**src/rtl/seq_pkg.sv**
```systemverilog
// Shared defaults and helpers for the serial pattern detector.
package seq_pkg;

    localparam int PAT_LEN_DEF = 8;
    localparam int CNT_W_DEF   = 16;

    // Bits needed to encode values 0..value-1; never returns less than 1.
    function automatic int clog2(input int unsigned value);
        int          r;
        int unsigned v;
        r = 0;
        v = (value > 0) ? value - 1 : 0;
        while (v > 0) begin
            r = r + 1;
            v = v >> 1;
        end
        return (r == 0) ? 1 : r;
    endfunction

endpackage

```
**src/rtl/shift_reg_n.sv**
```systemverilog
// Serial-in shift register holding the most recent N sampled bits.
// Bit 0 is the newest bit, bit N-1 the oldest.
module shift_reg_n
    import seq_pkg::*;
#(
    parameter int N = PAT_LEN_DEF
) (
    input  logic         CLK,
    input  logic         RST,
    input  logic         EN,
    input  logic         D,
    output logic [N-1:0] Q
);

    // Shift the new bit in at the LSB whenever enabled.
    always_ff @(posedge CLK) begin
        if (RST) begin
            Q <= '0;
        end else if (EN) begin
            Q <= {Q[N-2:0], D};
        end
    end

endmodule

```
**src/rtl/seq_detect_param.sv**
```systemverilog
// Serial pattern detector with per-bit don't-care mask, selectable
// overlapping/non-overlapping detection and a saturating match counter.
// The compare looks at the next-state history so MATCH lands on the same
// edge that samples the completing bit.
module seq_detect_param
    import seq_pkg::*;
#(
    parameter int PAT_LEN = PAT_LEN_DEF,
    parameter int CNT_W   = CNT_W_DEF
) (
    input  logic               CLK,
    input  logic               RST,
    input  logic               D_IN,
    input  logic               D_VALID,
    input  logic               PAT_LOAD,
    input  logic [PAT_LEN-1:0] PAT_IN,
    input  logic [PAT_LEN-1:0] MASK_IN,
    input  logic               OVERLAP,
    output logic               MATCH,
    output logic [CNT_W-1:0]   MATCH_CNT,
    output logic               ARMED
);

    localparam int                FILL_W    = clog2(PAT_LEN + 1);
    localparam logic [FILL_W-1:0] FILL_FULL = FILL_W'(PAT_LEN);
    localparam logic [CNT_W-1:0]  CNT_MAX   = '1;

    logic [PAT_LEN-1:0] hist_q;
    logic [PAT_LEN-1:0] hist_d;
    logic [PAT_LEN-1:0] pat_q,   pat_d;
    logic [PAT_LEN-1:0] mask_q,  mask_d;
    logic [FILL_W-1:0]  fill_q,  fill_d;
    logic [FILL_W-1:0]  fill_inc;
    logic [CNT_W-1:0]   cnt_q,   cnt_d;
    logic               match_q, match_d;
    logic               armed_q, armed_d;
    logic               shift_en;
    logic               hit;

    // A load cycle swallows any bit presented alongside it.
    assign shift_en = D_VALID & ~PAT_LOAD;

    shift_reg_n #(
        .N (PAT_LEN)
    ) u_sr (
        .CLK (CLK),
        .RST (RST),
        .EN  (shift_en),
        .D   (D_IN),
        .Q   (hist_q)
    );

    // Next-state compare and update of fill, pattern, mask and counter.
    always_comb begin
        hist_d   = {hist_q[PAT_LEN-2:0], D_IN};
        fill_inc = (fill_q == FILL_FULL) ? fill_q : fill_q + 1'b1;
        hit      = shift_en && (fill_inc == FILL_FULL) &&
                   (((hist_d ^ pat_q) & ~mask_q) == '0);

        pat_d   = pat_q;
        mask_d  = mask_q;
        fill_d  = fill_q;
        cnt_d   = cnt_q;
        match_d = 1'b0;

        if (PAT_LOAD) begin
            pat_d  = PAT_IN;
            mask_d = MASK_IN;
            fill_d = '0;
            cnt_d  = '0;
        end else if (D_VALID) begin
            // Non-overlapping mode restarts the fill so no bit is reused.
            fill_d  = (hit && !OVERLAP) ? '0 : fill_inc;
            match_d = hit;
            if (hit && (cnt_q != CNT_MAX)) begin
                cnt_d = cnt_q + 1'b1;
            end
        end

        armed_d = (fill_d == FILL_FULL);
    end

    // State registers; every output comes straight from one of these.
    always_ff @(posedge CLK) begin
        if (RST) begin
            pat_q   <= '0;
            mask_q  <= '0;
            fill_q  <= '0;
            cnt_q   <= '0;
            match_q <= 1'b0;
            armed_q <= 1'b0;
        end else begin
            pat_q   <= pat_d;
            mask_q  <= mask_d;
            fill_q  <= fill_d;
            cnt_q   <= cnt_d;
            match_q <= match_d;
            armed_q <= armed_d;
        end
    end

    assign MATCH     = match_q;
    assign MATCH_CNT = cnt_q;
    assign ARMED     = armed_q;

endmodule
```
**config.mk**
```make
export PLATFORM = sky130hd
export DESIGN_NAME = seq_detect_param
export DESIGN_NICKNAME = d
export VERILOG_FILES = /design/src/rtl/seq_pkg.sv /design/src/rtl/shift_reg_n.sv /design/src/rtl/seq_detect_param.sv
export SDC_FILE = /design/constraint.sdc
export NUM_CORES = 1
export LEC_CHECK = 0
export ABC_AREA = 1
export CAP_MARGIN = 10
export CORE_UTILIZATION = 65
export DETAILED_ROUTE_END_ITERATION = 8
export DONT_BUFFER_PORTS = 1
export PLACE_DENSITY = 0.81
export SLEW_MARGIN = 25
export SYNTH_ARGS = -nofsm -noshare
export SYNTH_HDL_FRONTEND = slang
export SYNTH_SLANG_ARGS = --single-unit
```
**constraint.sdc**
```tcl
create_clock -name CLK -period 3.43 [get_ports CLK]
set_input_delay 0.5145 -clock CLK [delete_from_list [all_inputs] [get_ports CLK]]
set_output_delay 0.5145 -clock CLK [all_outputs]
set_load 0.01 [all_outputs]
```
# == Word level (Yosys, flattened, before mapping) ==
# Index checks and enable logic that the tools add are counted.
# totals
ff_bits,45
input_bits,22
out_inout_bits,18
wordCells,32
# classes
n_addsub,2
n_eq_ne,4
mux,4
bitwise_logic,6
reduce_logical,9
# op_table
op,count
$add A16 B1 Y16 const B,1
$mux W4,4
$ne A16 B16 Y1 const B,1
$eq A4 B4 Y1 const B,3
$and A8 B8 Y8,1
$logic_not A8 Y1,1
$not A8 Y8,1
$xor A8 B8 Y8,1
$add A4 B1 Y4 const B,1
$logic_and A1 B1 Y1,4
$reduce_or A3 Y1,1
$not A1 Y1,2
$reduce_and A2 Y1,1
$reduce_or A2 Y1,1
$and A1 B1 Y1,1
$logic_not A1 Y1,1

# == Depth between registers and ports, before layout ==
# Gate-level depths: netlist of run 1.
# logic_depth
word_depth,10
ltp_mapped,13
depth_no_buf,13

# == Hierarchy ==
# From an unflattened synthesis of run 1, not the netlist that was laid out.
# unflattened
cells_unflattened,358
area_unflattened_um2,2456.1
# by_module_without_submodules
mod,n_inst,cells_per_inst,area_each_um2,seq_area_each_um2
seq_detect_param,1,307,2114.5,760.7
shift_reg_n,1,51,341.6,160.2

# == Least setup slack after synthesis of run 1 ==
# Ideal clock, no wire load.
# synth_timing
path_type,input port to flip-flop
from,input port PAT_LOAD
to,register cnt_q[12] (netlist: MATCH_CNT[12])
setup_ps,132
arrival_time_ps,1640
t_required_ps,3298
slack_ps,1658
cell_stages,10
path_buffers,2
cell_sequence,buf_2 -> nor2_8 -> nand2_4 -> nor2_4 -> nand4_4 -> nor2_8 -> nand2_4 -> buf_6 -> nand2_1 -> a21oi_1
# synth_via
elab_chain_len,6
word_cells_on_any_way,7
cone_classes,bitwise (2); reduce/logical (5)
# synth_lines
item,line_no,rtl
start: declaration,seq_detect_param.sv:15,"input logic PAT_LOAD,"
$not A1 Y1,seq_detect_param.sv:41,assign shift_en = D_VALID & ~PAT_LOAD;
$and A1 B1 Y1,seq_detect_param.sv:41,
$logic_and A1 B1 Y1 (2 in a row),seq_detect_param.sv:57,hit = shift_en && (fill_inc == FILL_FULL) &&
$logic_and A1 B1 Y1,seq_detect_param.sv:75,if (hit && (cnt_q != CNT_MAX)) begin
$reduce_and A2 Y1 (no line),--,
end signal: assignment,seq_detect_param.sv:96,cnt_q <= cnt_d;
end: declaration,seq_detect_param.sv:34,"logic [CNT_W-1:0] cnt_q, cnt_d;"
# Parallel ways exist; a longest one is shown, timed or not.
# A chain may end at the register's enable or synchronous reset.

# == Worst setup path after layout of run 1 ==
# layout_timing
from,register cnt_q[0] (netlist: MATCH_CNT[0])
to,register cnt_q[0] (netlist: MATCH_CNT[0])
# layout_via
elab_chain_len,3
word_cells_on_any_way,4
cone_classes,add/sub (1); eq/ne (1); reduce/logical (2)
# layout_lines
item
branches (longest 3 deep; another with $add A16 B1 Y16)
# Parallel ways; which one is timed is not known.

==> results of run 1 <==
synthesized netlist by cell type (3+ instances only):
| library cell | n | area (sq um) |
|---|---|---|
| xnor2_1 | 3 | 26.3 |
| inv_1 | 40 | 150 |
| nor3_1 | 8 | 40.0 |
| nand3_1 | 32 | 160 |
| clkbuf_1 | 5 | 18.8 |
| nor2_1 | 36 | 135 |
| xor2_1 | 10 | 87.6 |
| ha_1 | 3 | 37.5 |
| o21ai_0 | 27 | 135 |
| a21oi_1 | 36 | 180 |
| dfxtp_1 | 45 | 901 |
| nand2_1 | 61 | 229 |
| nand4_1 | 4 | 25.0 |
| clkinv_1 | 3 | 11.3 |
cell type report:
| cell class | instances | area share (%) |
|---|---|---|
| clock inverter | 1 | 1.25 |
| clock buffer | 7 | 2.29 |
| inverter | 44 | 6.86 |
| tap | 46 | 2.39 |
| sequential | 45 | 37.4 |
| multi-input combinational | 231 | 49.8 |
layer usage:
layer / vias up / routed length (um) / GRT usage, %
li1: 1064 / - / -
met1: 922 / 2070 / 31.3
met2: 52 / 2250 / 45.8
met3: 11 / 230 / 6.51
met4: 0 / 97 / 10.2
met5: - / 0 / 0
final timing paths:
| kind | startpoint | endpoint | slack, ns |
|---|---|---|---|
| worst min-delay path | RST | fill_q[0] | 0.22 |
| worst max register to register | MATCH_CNT[0] | MATCH_CNT[0] | 1.33 |
| worst min register to register | mask_q[3] | mask_q[3] | 0.47 |
| worst max-delay path | MATCH_CNT[0] | MATCH_CNT[0] | 1.33 |
where the power goes:
part,switching [mW],total [mW],leakage [nW],internal (mW)
clock,0.164,0.338,0.0455,0.174
combinational,0.0550,0.0825,0.513,0.0276
sequential,0.0112,0.554,0.368,0.542
critical path, stage by stage (launching register included):
cell	delay [ns]
dfxtp_1	0.50
ha_1	0.27
nand2_1	0.09
nor2_1	0.21
nand2_1	0.12
clkinv_1	0.09
nand4_4	0.24
nand2_4	0.29
nand2_1	0.07
a21oi_1	0.14
registers in the layout (all words and copies together), names as in the netlist:
signal     count
MATCH          1
ARMED          1
pat_q          8
fill_q         4
MATCH_CNT     16
u_sr.Q         7
mask_q         8
through the flow:
stage	cells	cell area, sq um	worst slack (ns)	util (%)
floorplan	329	2310	1.66	-
global placement	366	2320	1.48	69.0
detailed placement	366	2320	1.36	69.0
CTS	374	2410	1.34	71.5
global route	374	2410	1.10	71.5
finish	374	2410	1.33	71.5
kinds of logic (layout without fill, tap and decap cells):
kind of cell	after synthesis	count (layout)	synth area share, %
adders and majority gates	3	3	1.62
AOI/OAI and AO/OA	66	66	14.4
xor gates and xnor gates	13	13	4.92
DFF	45	45	38.9
buffers and inverters	53	52	9.35
and+or+nand+nor	149	149	30.8
==> results by group, run 1 <==
Outcome
  – Status: complete, no violations

Layout
  – Layout cells sized above 1: about 4.6%
  – Number of fill cells: 310
  – Multi-input gate area: 1200 sq um
  – Area Overhead vs Synth: 3.95%
  – Ant. Diodes: 0
  – Commonest non-fill, non-tap cells in the layout: nand2_1 (61), dfxtp_1 (45), inv_1 (40)
  – Sequential Area: around 900 sq um
  – Nets: approximately 350
  – Commonest non-fill, non-tap cell in the layout: nand2_1

Floorplan
  – FP Rows: 21
  – Effective utilization at floorplan: between 60 and 70%
  – IO Pins: 40
  – Die area: around 3800 sq um
  – Core Area: approximately 3400 sq um
  – Die Wd: roughly 62 um
  – Die Y: 61.7 um

CTS
  – CTS Hold Bufs: 0
  – CTS root buffer: clkbuf_4
  – CTS tree: built
  – CTS clock-pin slew for the worst setup and hold paths: approximately 0.13 ns
  – Clock Path Buffers: 2
  – Post-CTS Setup Repair Bufs: 0
  – TritonCTS buffer count: 5
  – Worst-Skew Late Latency: about 0.35 ns
  – Post-cts sizing count: 0
  – Total clock sinks: 45
  – H-tree levels: 2

Placed design
  – GP Congestion: 0.827
  – Port Buf Inserts: 0
  – Dpl hpwl: between 3000 and 4000 um

Timing
  – Max Slew Vio Count: 0
  – Achievable Freq: ~0.48 GHz
  – Final Hold Viols: 0
  – Fin Setup TNS: 0 ns
  – Post-route clock period utilization: between 60% and 70%
  – Final setup viols: 0
  – Worst-margin pin slew: 0.623 ns
  – Slew headroom: 58.2%
  – Final Skew: between 0.007 and 0.008 ns
  – Min Hold Slack: between 0.2 and 0.25 ns
  – Fin crit period: 2.10 ns
  – RSZ-0062 raised after global routing: false

Hold path
  – Worst min path class: in -> reg
  – WHS Path Cells: 1

Logic synthesis
  – Synth Cell Area: 2310 sq um
  – Post-synth EDFFs: 0
  – Synth unique cells: 24
  – Syn. warnings: 0
  – Synth Area per Inst: 7.04 sq um
  – Cell count after synthesis: around 330
  – Top FF cell, synth: dfxtp_1
  – Register bit total from synthesis: 45
  – Syn_nets: 354
  – Post-synthesis sequential area ratio: between 30% and 40%
  – Post-synth ARST share: 0%

Global routing
  – Initial antenna violation count: 0
  – Total grt overflow: 0
  – Pin count of the biggest net entering global routing: 29
  – First-pass GRT wire length: between 7000 and 8000 um
  – GR Util All Layers: a little over a quarter
  – Vias in the first global route: 1827

Worst setup path
  – R2r worst-path depth: 9
  – Crit. End Element: register
  – Critical Path AT: around 2.4 ns
  – Worst-path fanout max: 17
  – CP Class: reg -> reg
  – CP Launch Type: register
  – Worst Path Required: about 3.7 ns

Route
  – Routed Antenna Nets: 0
  – Wire per inst: about 12 um
  – Drt initial violations: about 180
  – Pre-Repair DR Iteration Count: 4
  – Via density: around 5.5
  – Post-route DRC: 0
  – Routed vias: 2049
  – Final WL: between 4000 and 5000 um

Job
  – Max Cap Viol: 0

Power
  – Lkg Pwr: around 0.93 nW
  – Max VDD drop: approximately 0.00041 V
  – PwrDens: about 400 nW/um^2
  – Final Power: 0.974 mW
No activity file was read; power rests on OpenSTA's default activity.
==> inputs of run 2 (changes only) <==
Settings changed: CORE_UTILIZATION 65 to 56, PLACE_DENSITY 0.81 to 0.74.
Clock period 3.43 ns to 1.85 ns, I/O delays scaled along.
==> run 2 against run 1 <==
Non-clock buffer count up 19. Global-route usage down 2.3 points. Clock skew down 0.00069 ns. Die area up 16%. Wire length up 7.4%. Worst setup slack worse by 1.2 ns. First-iteration DRC count down 23%. Sequential cell count unchanged. Critical path depth up 1. Via count up 3.3%. Clock power up 120%. Critical path type unchanged. Highest routed layer unchanged.
==> results by group, run 2 (synthesis gave the netlist of run 1 again) <==
Route
  – Drt initial violations: between 100 and 150
  – Pre-Repair DR Iteration Count: 4
  – Post-route DRC: 0
  – Routed vias: between 2000 and 2500
  – Wire per inst: 12.6 um
  – Routed Antenna Nets: 0
  – Final WL: about 5000 um
  – Via density: roughly 5.3

CTS
  – CTS Hold Bufs: 0
  – CTS tree: built
  – Worst-Skew Late Latency: about 0.30 ns
  – CTS root buffer: clkbuf_8
  – Clock Path Buffers: 2
  – Total clock sinks: 45
  – TritonCTS buffer count: 5
  – H-tree levels: 2
  – CTS clock-pin slew for the worst setup and hold paths: roughly 0.08 ns

Floorplan
  – Effective utilization at floorplan: roughly three fifths
  – Die Y: about 66 um
  – IO Pins: 40
  – Die Wd: 66.3 um
  – Core Area: approximately 4000 sq um
  – FP Rows: 23
  – Die area: roughly 4400 sq um

Global routing
  – First-pass GRT wire length: between 8000 and 9000 um
  – GR Util All Layers: 24.0%
  – Pin count of the biggest net entering global routing: 24
  – Vias in the first global route: approximately 2000
  – Initial antenna violation count: 0
  – Total grt overflow: 0

Job
  – Max Cap Viol: 0

Layout
  – Commonest non-fill, non-tap cell in the layout: nand2_1
  – Ant. Diodes: 0
  – Max FFs per register: 16
  – Layout cells sized above 1: between 10% and 20%
  – Commonest non-fill, non-tap cells in the layout: nand2_1 (61), dfxtp_1 (44), inv_1 (39)
  – Nets: 372
  – Area Overhead vs Synth: 12.0%
  – Number of fill cells: roughly 370

Timing
  – Post-route clock period utilization: just over 90%
  – Worst-margin pin slew: ~0.50 ns
  – Min Hold Slack: 0.0471 ns
  – Slack of the critical path: between 0.1 and 0.15 ns
  – Fin Setup TNS: 0 ns
  – Achievable Freq: ~0.58 GHz
  – Final Hold Viols: 0
  – Slew headroom: about two thirds
  – Fin crit period: ~1.7 ns
  – RSZ-0062 raised after global routing: false
  – Final Skew: approximately 0.0073 ns
  – Final setup viols: 0
  – Max Slew Vio Count: 0

Power
  – Switching Share: between 20% and 30%
  – Max VDD drop: 0.000449 V
  – Int Power: 1.46 mW
  – PwrDens: approximately 740 nW/um^2
  – Seq pwr share: a little over half
  – Final Power: approximately 1.9 mW
  – Lkg Pwr: 1.04 nW
  – Logic pwr share: 8.5%
  – Clock Power Share: 38.1%
  – Net Sw Power: 0.457 mW

Outcome
  – Status: complete, no violations

Worst setup path
  – Crit. End Element: register
  – Worst-path fanout max: 5
  – CP Launch Type: register
  – CP Class: reg -> reg
  – Worst Path Required: about 2.1 ns
  – Critical Path AT: approximately 2.0 ns

Placed design
  – Port Buf Inserts: 0
  – Dpl ws: 0.0595 ns
  – Dpl hpwl: between 3000 and 4000 um
  – GP Congestion: between 0.8 and 0.9

Hold path
  – Worst min path class: in -> reg
run 2: final timing paths:
check             startpoint           end  slack, ns  cells past startpoint
hold reg to reg    mask_q[3]     mask_q[3]       0.46                      2
setup reg to reg   fill_q[1]  MATCH_CNT[7]       0.12                     10
hold / removal           RST     fill_q[0]       0.05                      1
setup / recovery   fill_q[1]  MATCH_CNT[7]       0.12                     10
run 2: layer usage:
layer  GRT usage, %  part of all wire, %
met4           8.24                  1.1
met3           6.03                  5.0
met1           27.5                   44
met5              0                    0
met2           42.9                   49
run 2: area by class of cell:
| cell class | count | area (sq um) | area share, % |
|---|---|---|---|
| clock buffer | 5 | 68.8 | 2.65 |
| inverter | 44 | 165 | 6.37 |
| clock inverter | 2 | 38.8 | 1.50 |
| tap | 50 | 62.6 | 2.41 |
| timing repair buffer | 19 | 143 | 5.50 |
| sequential | 45 | 902 | 34.8 |
| multi-input combinational | 232 | 1210 | 46.8 |
run 2: power by group through the flow:
stage / sequential [mW] / clock (mW) / combinational [mW]
6_report: 1.02 / 0.730 / 0.164
3_5_place_dp: 1.05 / 0 / 0.161
2_1_floorplan: 1.04 / 0 / 0.131
4_1_cts: 1.02 / 0.747 / 0.162
3_3_place_gp: 1.05 / 0 / 0.157
5_1_grt: 1.03 / 0.789 / 0.190
run 2: through the flow:
| stage | utilization [%] | cells | area (sq um) |
|---|---|---|---|
| after global placement | 62.0 | 388 | 2460 |
| after floorplan | - | 329 | 2310 |
| after global routing | 65.3 | 397 | 2590 |
| after CTS | 64.7 | 395 | 2570 |
| after detailed placement | 62.0 | 388 | 2460 |
| final | 65.3 | 397 | 2590 |
run 2: critical path, cell delays in order, from the launching register on:
cell,delay (ns)
dfxtp_2,0.35
inv_1,0.06
ha_1,0.30
inv_2,0.08
nand2_4,0.05
nor2_4,0.13
nand4_4,0.15
nor2_8,0.17
buf_4,0.14
nand3_1,0.09
a21oi_2,0.15
run 2: repair_timing:
item,in CTS,in global routing
endpoints found under the setup margin,0,16
resized for setup,0,3
setup buffers,0,1
==> inputs of run 3 (changes only) <==
Settings changed: CTS_CLUSTER_DIAMETER set to 120.
==> results of run 3 <==
No change in the layout: final DEF, timing and power equal those of run 2.
==> RTL change, RTL diff (settings of run 2) <==
`CNT_W_DEF`: 16 -> 12.
--- a/src/rtl/seq_pkg.sv
+++ b/src/rtl/seq_pkg.sv
@@ -3,5 +3,5 @@
 
     localparam int PAT_LEN_DEF = 8;
-    localparam int CNT_W_DEF   = 16;
+    localparam int CNT_W_DEF   = 12;
 
     // Bits needed to encode values 0..value-1; never returns less than 1.
Ports: changed (resized MATCH_CNT); port bits go from 40 to 36. No check against the original RTL was run, so the function may have changed too.
==> RTL change against run 2 <==
- area after synthesis is 13% lower
- total power is 6.7% lower
- fmax is 2.5% lower
- sequential cell count is 4 lower
- critical endpoint is now MATCH_CNT[3]$_SDFFE_PP0P_
- utilization is 0.43 points higher
- final area is 14% lower
- worst setup slack worse by 44 ps
- wire length is 18% lower
- clock skew is 1.8 ps lower
==> RTL change: results (changes against run 2) <==
status: finished clean
first-pass GRT wire length: 6130 µm (-24%)
Vias/cell: 5.12 (-4.0%)
Cell Area, Placed: 2080 µm² (-16%)
Clock transition at path regs: 120 ps (+40 ps)
Rel. slew slack: 60.4% (-6.0 points)
final period utilization: 95.7% (+2.4 points)
clk_skew: 5.52 ps (-1.78 ps)
Leak: 0.908 nW (-12%)
register area share after synthesis: 40.7% (+1.8 points)
largest net degree at the start of global routing: 28 (+17%)
layout cells sized above 1: 10.4% (-0.55 points)
Largest register FFs: 12 (-4)
worst-skew pair later-pin latency: 350 ps (+50 ps)
nets: 322 (-13%)
DP HPWL: 2870 µm (-20%)
commonest cells in the netlist: 53 x nand2_1, 41 x dfxtp_1, 37 x inv_1, 35 x nor2_1, 30 x a21oi_1
maximum vdd ir drop: 0.502 mV (+12%)
Net Switching: 0.000403 W (-12%)
WL final: 4100 µm (-18%)
Placer Congestion: 0.877 (+6.2%)
CTS root buffer: clkbuf_4
critical path fanouts, max: 12 (+7)
vias in the first global route: 1473 (-24%)
CP startpoint: MATCH_CNT[1]$_SDFFE_PP0P_
Synth area leaders: dfxtp_1 41%, nand2_1 9.9%, a21oi_1 7.4%
FF-to-FF setup slack: 80 ps (-40 ps)
Worst R2R Path Depth: 7 (-3)
## RTL change: per-layer routing
layer	global-route usage (%)	part of all wire (%)	wire [µm]	vias to the layer above
met5	0	0	0	-
met4	6.35	0.95	39	0
met3	7.45	3.8	157	4
met2	38.0	50	2070	40
met1	25.5	45	1840	781
li1	-	-	-	936
## RTL change: per-stage QoR
stage / std cells / hold WS [ps]
floorplan: 288 / 350
global placement: 333 / 351
detailed placement: 333 / 353
CTS: 342 / 12.0
global route: 344 / 33.3
finish: 344 / 55.4
## RTL change: logic make-up after synthesis
logic type / share of synthesized area, %
DFF: 40.7
AOI/OAI and AO/OA: 15.0
and+or+nand+nor: 27.6
xor gates and xnor gates: 4.35
buffers and inverters: 10.6
adders and majority gates: 1.86
## RTL change: cell type report
cell class,instances,area (µm²)
Clock buffer,5,37.5
Tap cell,46,57.6
Clock inverter,3,65.1
Sequential cell,41,826
Fill cell,302,1160
Inverter,40,155
Multi-Input combinational cell,198,998
Timing Repair Buffer,11,87.6
## RTL change: worst min-delay path by stage
stage / startpoint / slack [ps] / depth (start not counted) / endpoint
after CTS: D_VALID / 10 / 1 / fill_q[3]$_SDFF_PP0_
after global placement: RST / 350 / 1 / fill_q[0]$_SDFF_PP0_
after floorplan: RST / 350 / 1 / MATCH$_SDFF_PP0_
after detailed placement: RST / 350 / 1 / fill_q[0]$_SDFF_PP0_
final: PAT_IN[4] / 60 / 2 / pat_q[4]$_SDFFE_PP0P_
after global routing: PAT_IN[4] / 30 / 2 / pat_q[4]$_SDFFE_PP0P_
## RTL change: power groups by stage
stage	clock (W)	sequential, W	combinational [W]
after floorplan	0	0.000955	0.000114
after global placement	0	0.000958	0.000130
after detailed placement	0	0.000960	0.000133
after CTS	0.000727	0.000940	0.000135
after global routing	0.000767	0.000944	0.000160
final	0.000714	0.000939	0.000138
## RTL change: repair_timing
item	4_1_cts	5_1_grt
hold buffers	1	1
setup endpoints to repair	0	12
endpoints found under the hold margin	2	1
gates resized for setup	0	7
setup buffers	0	1
## RTL change: worst max-delay path: stages (launching register included)
cell and delay, ps:
dfxtp_1 360, ha_1 220, nand2_1 110, nor3b_2 340, nand3_1 210, buf_4 240
nand3_1 100, a21oi_1 70
